## src/rtl/stream_packet_source.sv

```systemverilog
// Avalon-ST packet generator with a small CSR block.
// Packets carry an incrementing byte pattern seeded from the sent counter.
module stream_packet_source #(
   parameter int DATA_BYTES = 8
) (
   input  logic                    clk,
   input  logic                    reset,
   output logic [8*DATA_BYTES-1:0] stream_out_data,
   output logic [2:0]              stream_out_empty,
   output logic                    stream_out_valid,
   output logic                    stream_out_startofpacket,
   output logic                    stream_out_endofpacket,
   input  logic                    stream_out_ready,
   input  logic [1:0]              csr_address,
   output logic [31:0]             csr_readdata,
   output logic                    csr_readdatavalid,
   input  logic                    csr_read,
   input  logic                    csr_write,
   output logic                    csr_waitrequest,
   input  logic [31:0]             csr_writedata
);

   localparam int W = 8 * DATA_BYTES;

   typedef enum logic {IDLE, SEND} state_t;

   state_t      state_q, state_d;
   logic        enable_q, enable_d;
   logic [15:0] pkt_len_q, pkt_len_d;
   logic [15:0] pkt_target_q, pkt_target_d;
   logic [31:0] pkt_sent_q, pkt_sent_d;

   logic [7:0]  cur_seed_q, cur_seed_d;
   logic [15:0] cur_len_q, cur_len_d;
   logic [12:0] cur_last_q, cur_last_d;
   logic [2:0]  cur_empty_q, cur_empty_d;
   logic [15:0] cur_target_q, cur_target_d;
   logic [12:0] beat_q, beat_d;

   logic [W-1:0] data_q, data_d;
   logic [2:0]   empty_q, empty_d;
   logic         sop_q, sop_d;
   logic         eop_q, eop_d;
   logic         valid_q, valid_d;

   logic [31:0] rdata_q, rdata_d;
   logic        rvalid_q, rvalid_d;

   logic        busy;
   logic        xfer;
   logic        wr_ok;
   logic        rd_ok;
   logic [15:0] eff_len;
   logic [12:0] eff_last;
   logic [2:0]  eff_empty;
   logic        ld_new;
   logic        ld_next;
   logic        hit;
   logic [7:0]  new_seed;
   logic        unused_wdata;

   function automatic logic [W-1:0] beat_data(
      input logic [7:0]  seed,
      input logic [12:0] b,
      input logic [15:0] len
   );
      logic [W-1:0] d;
      logic [16:0]  k;
      d = '0;
      for (int i = 0; i < DATA_BYTES; i++) begin
         k = {1'b0, b, 3'(i)};
         if (k < {1'b0, len})
            d[W-1-8*i -: 8] = seed + k[7:0];
      end
      return d;
   endfunction

   assign busy = (state_q == SEND);
   assign xfer = valid_q & stream_out_ready;

   assign csr_waitrequest = reset |
      (csr_write & busy &
       ((csr_address == 2'd1) | (csr_address == 2'd2)));

   assign wr_ok = csr_write & ~csr_waitrequest;
   assign rd_ok = csr_read & ~csr_waitrequest;

   // A zero length still produces one byte.
   assign eff_len   = (pkt_len_q == 16'd0) ? 16'd1 : pkt_len_q;
   assign eff_last  = 13'((eff_len - 16'd1) >> 3);
   assign eff_empty = 3'd0 - eff_len[2:0];

   assign unused_wdata = ^csr_writedata[31:16];

   always_comb begin
      state_d      = state_q;
      enable_d     = enable_q;
      pkt_len_d    = pkt_len_q;
      pkt_target_d = pkt_target_q;
      pkt_sent_d   = pkt_sent_q;
      cur_seed_d   = cur_seed_q;
      cur_len_d    = cur_len_q;
      cur_last_d   = cur_last_q;
      cur_empty_d  = cur_empty_q;
      cur_target_d = cur_target_q;
      beat_d       = beat_q;
      data_d       = data_q;
      empty_d      = empty_q;
      sop_d        = sop_q;
      eop_d        = eop_q;
      valid_d      = valid_q;
      rdata_d      = 32'd0;
      rvalid_d     = 1'b0;
      ld_new       = 1'b0;
      ld_next      = 1'b0;
      hit          = 1'b0;
      new_seed     = 8'd0;

      unique case (state_q)
         IDLE: begin
            if (enable_q) begin
               state_d  = SEND;
               ld_new   = 1'b1;
               new_seed = pkt_sent_q[7:0];
            end
         end
         SEND: begin
            if (xfer) begin
               if (!eop_q) begin
                  ld_next = 1'b1;
               end else begin
                  pkt_sent_d = pkt_sent_q + 32'd1;
                  hit = (cur_target_q != 16'd0) &&
                        (pkt_sent_d == {16'd0, cur_target_q});
                  if (hit || !enable_q) begin
                     state_d = IDLE;
                     valid_d = 1'b0;
                     sop_d   = 1'b0;
                     eop_d   = 1'b0;
                     empty_d = 3'd0;
                     data_d  = '0;
                     if (hit)
                        enable_d = 1'b0;
                  end else begin
                     ld_new   = 1'b1;
                     new_seed = pkt_sent_d[7:0];
                  end
               end
            end
         end
      endcase

      // Length and target are latched only when a packet begins.
      if (ld_new) begin
         cur_seed_d   = new_seed;
         cur_len_d    = eff_len;
         cur_last_d   = eff_last;
         cur_empty_d  = eff_empty;
         cur_target_d = pkt_target_q;
         beat_d       = 13'd0;
      end else if (ld_next) begin
         beat_d = beat_q + 13'd1;
      end

      if (ld_new || ld_next) begin
         valid_d = 1'b1;
         data_d  = beat_data(cur_seed_d, beat_d, cur_len_d);
         sop_d   = (beat_d == 13'd0);
         eop_d   = (beat_d == cur_last_d);
         empty_d = eop_d ? cur_empty_d : 3'd0;
      end

      // Software enable write overrides the hardware clear.
      if (wr_ok) begin
         unique case (csr_address)
            2'd0: begin
               enable_d = csr_writedata[0];
               if (csr_writedata[0] && !enable_q)
                  pkt_sent_d = 32'd0;
            end
            2'd1: pkt_len_d    = csr_writedata[15:0];
            2'd2: pkt_target_d = csr_writedata[15:0];
            2'd3: ;
         endcase
      end

      if (rd_ok) begin
         rvalid_d = 1'b1;
         unique case (csr_address)
            2'd0: rdata_d = {30'd0, busy, enable_q};
            2'd1: rdata_d = {16'd0, pkt_len_q};
            2'd2: rdata_d = {16'd0, pkt_target_q};
            2'd3: rdata_d = pkt_sent_q;
         endcase
      end
   end

   always_ff @(posedge clk or posedge reset) begin
      if (reset) begin
         state_q      <= IDLE;
         enable_q     <= 1'b0;
         pkt_len_q    <= 16'd64;
         pkt_target_q <= 16'd0;
         pkt_sent_q   <= 32'd0;
         cur_seed_q   <= 8'd0;
         cur_len_q    <= 16'd0;
         cur_last_q   <= 13'd0;
         cur_empty_q  <= 3'd0;
         cur_target_q <= 16'd0;
         beat_q       <= 13'd0;
         data_q       <= '0;
         empty_q      <= 3'd0;
         sop_q        <= 1'b0;
         eop_q        <= 1'b0;
         valid_q      <= 1'b0;
         rdata_q      <= 32'd0;
         rvalid_q     <= 1'b0;
      end else begin
         state_q      <= state_d;
         enable_q     <= enable_d;
         pkt_len_q    <= pkt_len_d;
         pkt_target_q <= pkt_target_d;
         pkt_sent_q   <= pkt_sent_d;
         cur_seed_q   <= cur_seed_d;
         cur_len_q    <= cur_len_d;
         cur_last_q   <= cur_last_d;
         cur_empty_q  <= cur_empty_d;
         cur_target_q <= cur_target_d;
         beat_q       <= beat_d;
         data_q       <= data_d;
         empty_q      <= empty_d;
         sop_q        <= sop_d;
         eop_q        <= eop_d;
         valid_q      <= valid_d;
         rdata_q      <= rdata_d;
         rvalid_q     <= rvalid_d;
      end
   end

   assign stream_out_data          = data_q;
   assign stream_out_empty         = empty_q;
   assign stream_out_valid         = valid_q;
   assign stream_out_startofpacket = sop_q;
   assign stream_out_endofpacket   = eop_q;
   assign csr_readdata             = rdata_q;
   assign csr_readdatavalid        = rvalid_q;

endmodule

```

## config.mk

```make
export PLATFORM = sky130hd
export DESIGN_NAME = stream_packet_source
export DESIGN_NICKNAME = d
export VERILOG_FILES = /design/src/rtl/stream_packet_source.sv
export SDC_FILE = /design/constraint.sdc
export NUM_CORES = 1
export LEC_CHECK = 0
export BUFFER_PORTS_ARGS = -buffer_cell sky130_fd_sc_hd__buf_2
export CAP_MARGIN = 30
export CORE_MARGIN = 1.5
export CORE_UTILIZATION = 60
export DETAILED_ROUTE_END_ITERATION = 6
export PLACE_DENSITY_LB_ADDON = 0.12
export SYNTH_ARGS = -nofsm -noshare
export SYNTH_HDL_FRONTEND = slang
export SYNTH_SLANG_ARGS = --single-unit
```

## constraint.sdc

```tcl
create_clock -name clk -period 22.1 [get_ports clk]
set_input_delay 6.63 -clock clk [delete_from_list [all_inputs] [get_ports clk]]
set_output_delay 6.63 -clock clk [all_outputs]
set_load 0.05 [all_outputs]
```

# Word-level counts from Yosys, hierarchy flattened
# Index checks and enable logic that the tools add are counted.
[op_classes]
add_sub_neg = 12
order_cmp = 8
eq_ne = 5
muxes = 67
n_bitwise = 9
n_reduce_logical = 17
[ops]
columns = ["operator", "n"]
rows = [
  ["64-bit two-way mux", 5],
  ["32-bit two-way mux", 7],
  ["16-bit less-than comparator", 8],
  ["32-bit case mux with 4 select lines", 1],
  ["8-bit two-way mux", 13],
  ["8-bit adder", 8],
  ["13-bit two-way mux", 3],
  ["32-bit by 1-bit adder with 32-bit output, second input constant", 1],
  ["32-bit by 16-bit == test with 1-bit output", 1],
  ["16-bit two-way mux", 2],
  ["1-bit two-way mux", 26],
  ["3-bit two-way mux", 7],
  ["16-bit logical NOT", 1],
  ["8-bit case mux with 2 select lines", 1],
  ["16-bit nonzero test", 1],
  ["16-bit by 1-bit subtractor with 16-bit output, second input constant", 1],
  ["13-bit by 1-bit adder with 13-bit output, second input constant", 1],
  ["13-bit == test", 1],
  ["13-bit logical NOT", 1],
  ["2-bit nonzero test", 4],
  ["2-bit AND reduction", 3],
  ["1-bit AND", 5],
  ["2-bit == test, second input constant", 2],
  ["1-bit case mux with 2 select lines", 2],
  ["9 further kinds", 13],
]
[word_totals]
ff_bits = 238
input_bits = 39
output_inout_bits = 104
elab_cells = 136

# Longest topological paths before layout
[logic_depth]
word_depth = 12
depth_mapped = 26
depth_no_buf = 21

# Worst setup path before layout
# OpenSTA, ideal clock, no wires.
[synth_path]
kind = "input -> output"
from = "in csr_address[0]"
to = "out csr_waitrequest"
t_arrival_ns = 7.554
required_time_ns = 15.470
setup_slack_ns = 7.916
cell_stages = 4
path_buffers = 0
path_cell_list = "inv_1 > ha_1 > a31oi_1 > inv_1"
[synth_between]
elab_chain_len = 4
word_cells_on_any_way = 5
cone_classes = "eq/ne (2); bitwise (3)"
[synth_lines]
columns = ["element", "line", "rtl"]
rows = [
  ["start: declaration", "14", "input logic [1:0] csr_address,"],
  ["2-bit by 1-bit == test with 1-bit output or 2-bit == test (tied branches)", "83", "((csr_address == 2'd1) | (csr_address == 2'd2)));"],
  ["1-bit OR *", "83", ""],
  ["1-bit AND *", "82", "(csr_write & busy &"],
  ["1-bit OR *", "81", "assign csr_waitrequest = reset |"],
  ["end: declaration", "19", "output logic csr_waitrequest,"],
]
# Every way passes the cells marked *; elsewhere a longest branch is shown, timed or not.

# Final worst setup path
# Same ends and word-level chain as after synthesis.

==> summary.md <==
| Metric | Value |
|---|---|
| Worst slew margin | 44.1% |
| Switch Pwr | 873 uW |
| Clock power share | 23.3% |
| XOR/XNOR share of the synthesized area | 7.86% |
| Final std cell area, no fill | 14500 sq um |
| Dpl cell area | 13500 sq um |
| Worst Path Required | 15.47 ns |
| IO Port Bufs | 126 |
| N_diodes | 0 |
| Post-Syn Nets | 1375 |
| Pwr Density | 138 nW/um^2 |
| Seq/Total Area, Yosys | 46.5% |
| # nets final | 1451 |
| Worst Setup Start Kind | primary input |
| Largest net degree at the start of global routing | 94 |
| ANT nets after route | 0 |
| Crit path cell chain | buf_2 > inv_1 > ha_1 > a31oi_1 > inv_1 > buf_2 |
| DRC Markers | 2 |
| Synth-to-Final Area Change | 12.9% |
| Total congestion overflow | 0 |
| Leakage | 7.06 nW |
| Overall Power | 1.99 mW |
| CP Capture Type | primary output |
| TritonCTS buffer count | 26 |
| Most frequent cells in the layout | 237 x dfrtp_1, 147 x nand2_1, 126 x buf_2, 100 x nor2_1, 63 x xnor2_1 |
| Compound-Gate Fraction of Synth Area | 16.0% |
| H-tree depth | 1 |
| Layout cells sized above 1 | 17.5% |
| MaxCap Viol Count | 0 |
| DRT Pass-1 Iters | 7 |
| Vias in the first global route | 9672 |
| Post-CTS Resized | 0 |
| Final Setup Violations | 0 |
| CTS Buffer Depth | 3 |
| Mux contribution to synthesized area | 3.90% |
| Syn Inst Count | 1299 |
| Initial drt markers | 837 |
| HPWL Detailed | 22900 microns |
| Inst Count DP | 1620 |
| Synth cell types | 86 |
| Slowest cell on the critical path | a31oi_1 |
| Slew Viols, Final | 0 |
| Die area | 22200 sq um |
| Core Area | 21000 sq um |
| Initial antenna violation count | 0 |
| Total wire length | 32900 microns |
| First-pass GRT wire length | 52800 microns |
| Synthesized area per cell | 9.86 sq um |
| CP Data Arrival Time | 7.74 ns |
| Sw Share | 43.8% |
| CP Max Fanout | 5 |
| Crit-path max cell delay | 0.36 ns |
| # rows | 53 |
| Gpl congestion | 0.899 |
| Unrepaired setup endpoints after global routing | no |
| Vias per Instance | 6.18 |
| Clk sink count | 238 |
| Part of the power in registers | 33.3% |
| Peak Freq | 0.0696 GHz |
| Max VDD drop | 71.9 uV |
| Post-Syn Area | 12800 sq um |
| Min Tclk post-route | 14.37 ns |
| Top FF cell, synth | dfrtp_1 |
| Measured slew at the worst slew-check pin | 0.836 ns |
| Die height | 149 microns |
| TritonCTS clock tree | done |
| Post-Layout Cell Count | 1670 |
| Worst-path clk slew | 0.06 ns |
| Pint | 1.12 mW |
| EDFF count, synth | 0 |
| Logic gate share of total power | 43.4% |
| Wire per inst | 19.7 microns |
| Worst Hold Class | flop to flop |
| Gr usage total | 29.9% |
| Die Width | 149 microns |
| Status | finished, violations left |
| Synth Register Bits | 238 |
| Period utilization | 65.0% |
| Kind of critical path | primary input to primary output |
| Warnings from Yosys | 0 |
| Final Skew | 0.0175 ns |
| Most common cell after layout, fill and taps aside | dfrtp_1 |
| Clock Latency Late Sink | 0.54 ns |
| Final hold violations | 0 |
| I/O pin total | 143 |
| Initial Util | 61.1% |
| Ys async rst share | 100% |
| Violated checks | design-rule violations |
| Largest family of logic cells by synthesized area | simple AND/OR/NAND/NOR gates |
| # Post-CTS Setup Buffers | 0 |
| Hold-fix buffers at CTS | 0 |
| Synth Area in Simple Gates | 17.3% |
| Total number of vias | 10300 |
| Clock root cell | clkbuf_16 |
| Total Neg Setup Slack | 0 ns |
| Adder-Cell Fraction of Synth Area | 3.81% |
==> cell type report <==
type / count / area [sq um]
clock buffer: 32 / 734
clock inverter: 16 / 194
fill: 1658 / 6500
inverter: 46 / 180
multi-input combinational: 927 / 6280
sequential: 238 / 5960
tap: 275 / 344
timing repair buffer: 136 / 766
==> kinds of logic (layout without fill, tap and decap cells) <==
kind of cell,count (synthesis),count (layout)
muxes,46,46
buffers and inverters,134,230
DFF,238,238
xor gates and xnor gates,115,115
and+or+nand+nor,448,448
adders and majority gates,38,38
AOI/OAI and AO/OA,280,280
==> flip-flops by register name, summed over array words and instances, names as in the netlist, 3 cells and up <==
signal	count
pkt_target_q	16
stream_out_empty	3
pkt_sent_q	32
cur_target_q	16
cur_len_q	16
beat_q	13
stream_out_data	64
cur_seed_q	8
csr_readdata	32
pkt_len_q	16
cur_empty_q	3
cur_last_q	13
==> metal layers <==
metal / wire [microns] / track usage [%]
met2: 14700 / 45.4
met4: 801 / 9.60
met3: 2460 / 4.25
met5: 0 / 0
met1: 14900 / 44.2
==> power by group through the flow <==
stage	Clock (mW)	Sequential (mW)	Combinational, mW
after floorplan	0	0.818	0.493
after global placement	0	0.664	0.839
after detailed placement	0	0.668	0.855
after CTS	0.472	0.661	0.862
after global routing	0.488	0.676	0.936
final	0.464	0.664	0.866
==> worst paths after layout <==
| check | startpoint | endpoint | slack (ns) | cells after the start |
|---|---|---|---|---|
| max reg2reg | pkt_sent_q[0] | stream_out_data[3] | 15.12 | 20 |
| min reg2reg | stream_out_data[18] | stream_out_data[18] | 0.48 | 2 |
| min in group asynchronous | reset | csr_readdata[6] | 6.14 | 2 |
| max in group asynchronous | reset | stream_out_data[1] | 15.00 | 4 |
| max | csr_address[0] | csr_waitrequest | 7.73 | 6 |
| min | stream_out_data[18] | stream_out_data[18] | 0.48 | 2 |
==> per-stage QoR <==
step                      worst slack, ns  utilization [%]  hold slack [ns]
final                                7.73             69.0            0.475
after floorplan                      7.92                -            0.441
after global routing                 7.60             69.0            0.500
after detailed placement             7.73             64.3            0.466
after CTS                            7.72             68.7            0.480
after global placement               7.75             64.2            0.460
==> worst max-delay path, delay by kind of cell <==
| family | cells | cell delay [ns] |
|---|---|---|
| AOI/OAI and AO/OA | 1 | 0.36 |
| adders and majority gates | 1 | 0.29 |
| buffers and inverters | 4 | 0.47 |
==> cells in the mapped netlist, drive strengths merged (4+ instances only) <==
cell / n / area share [%]
dfrtp: 237 / 46
and3: 29 / 1.4
xnor2: 63 / 4.3
ha: 35 / 3.4
mux2i: 15 / 1.2
o31ai: 5 / 0.29
nand2: 148 / 4.3
and4: 10 / 0.68
a32o: 5 / 0.39
a21oi: 51 / 2.1
nand4: 27 / 1.4
buf: 30 / 1.5
xor2: 52 / 3.6
o211ai: 8 / 0.47
nor2b: 5 / 0.24
clkbuf: 58 / 1.7
nand3: 38 / 1.6
o22ai: 5 / 0.24
a221oi: 4 / 0.46
nor4: 20 / 1.2
o21bai: 4 / 0.23
o21a: 5 / 0.29
o21ai: 57 / 2.3
or3: 11 / 0.54
a31oi: 14 / 0.68
or4: 10 / 0.64
a21o: 19 / 1.1
a22o: 46 / 3.1
inv: 45 / 1.3
nor2: 102 / 3.0
a211oi: 6 / 0.39
nand2b: 5 / 0.24
a222oi: 16 / 1.3
mux2: 31 / 2.7
a21boi: 4 / 0.23
nor3: 26 / 1.1
and2: 7 / 0.34
Power figures use the tool's default switching activity.
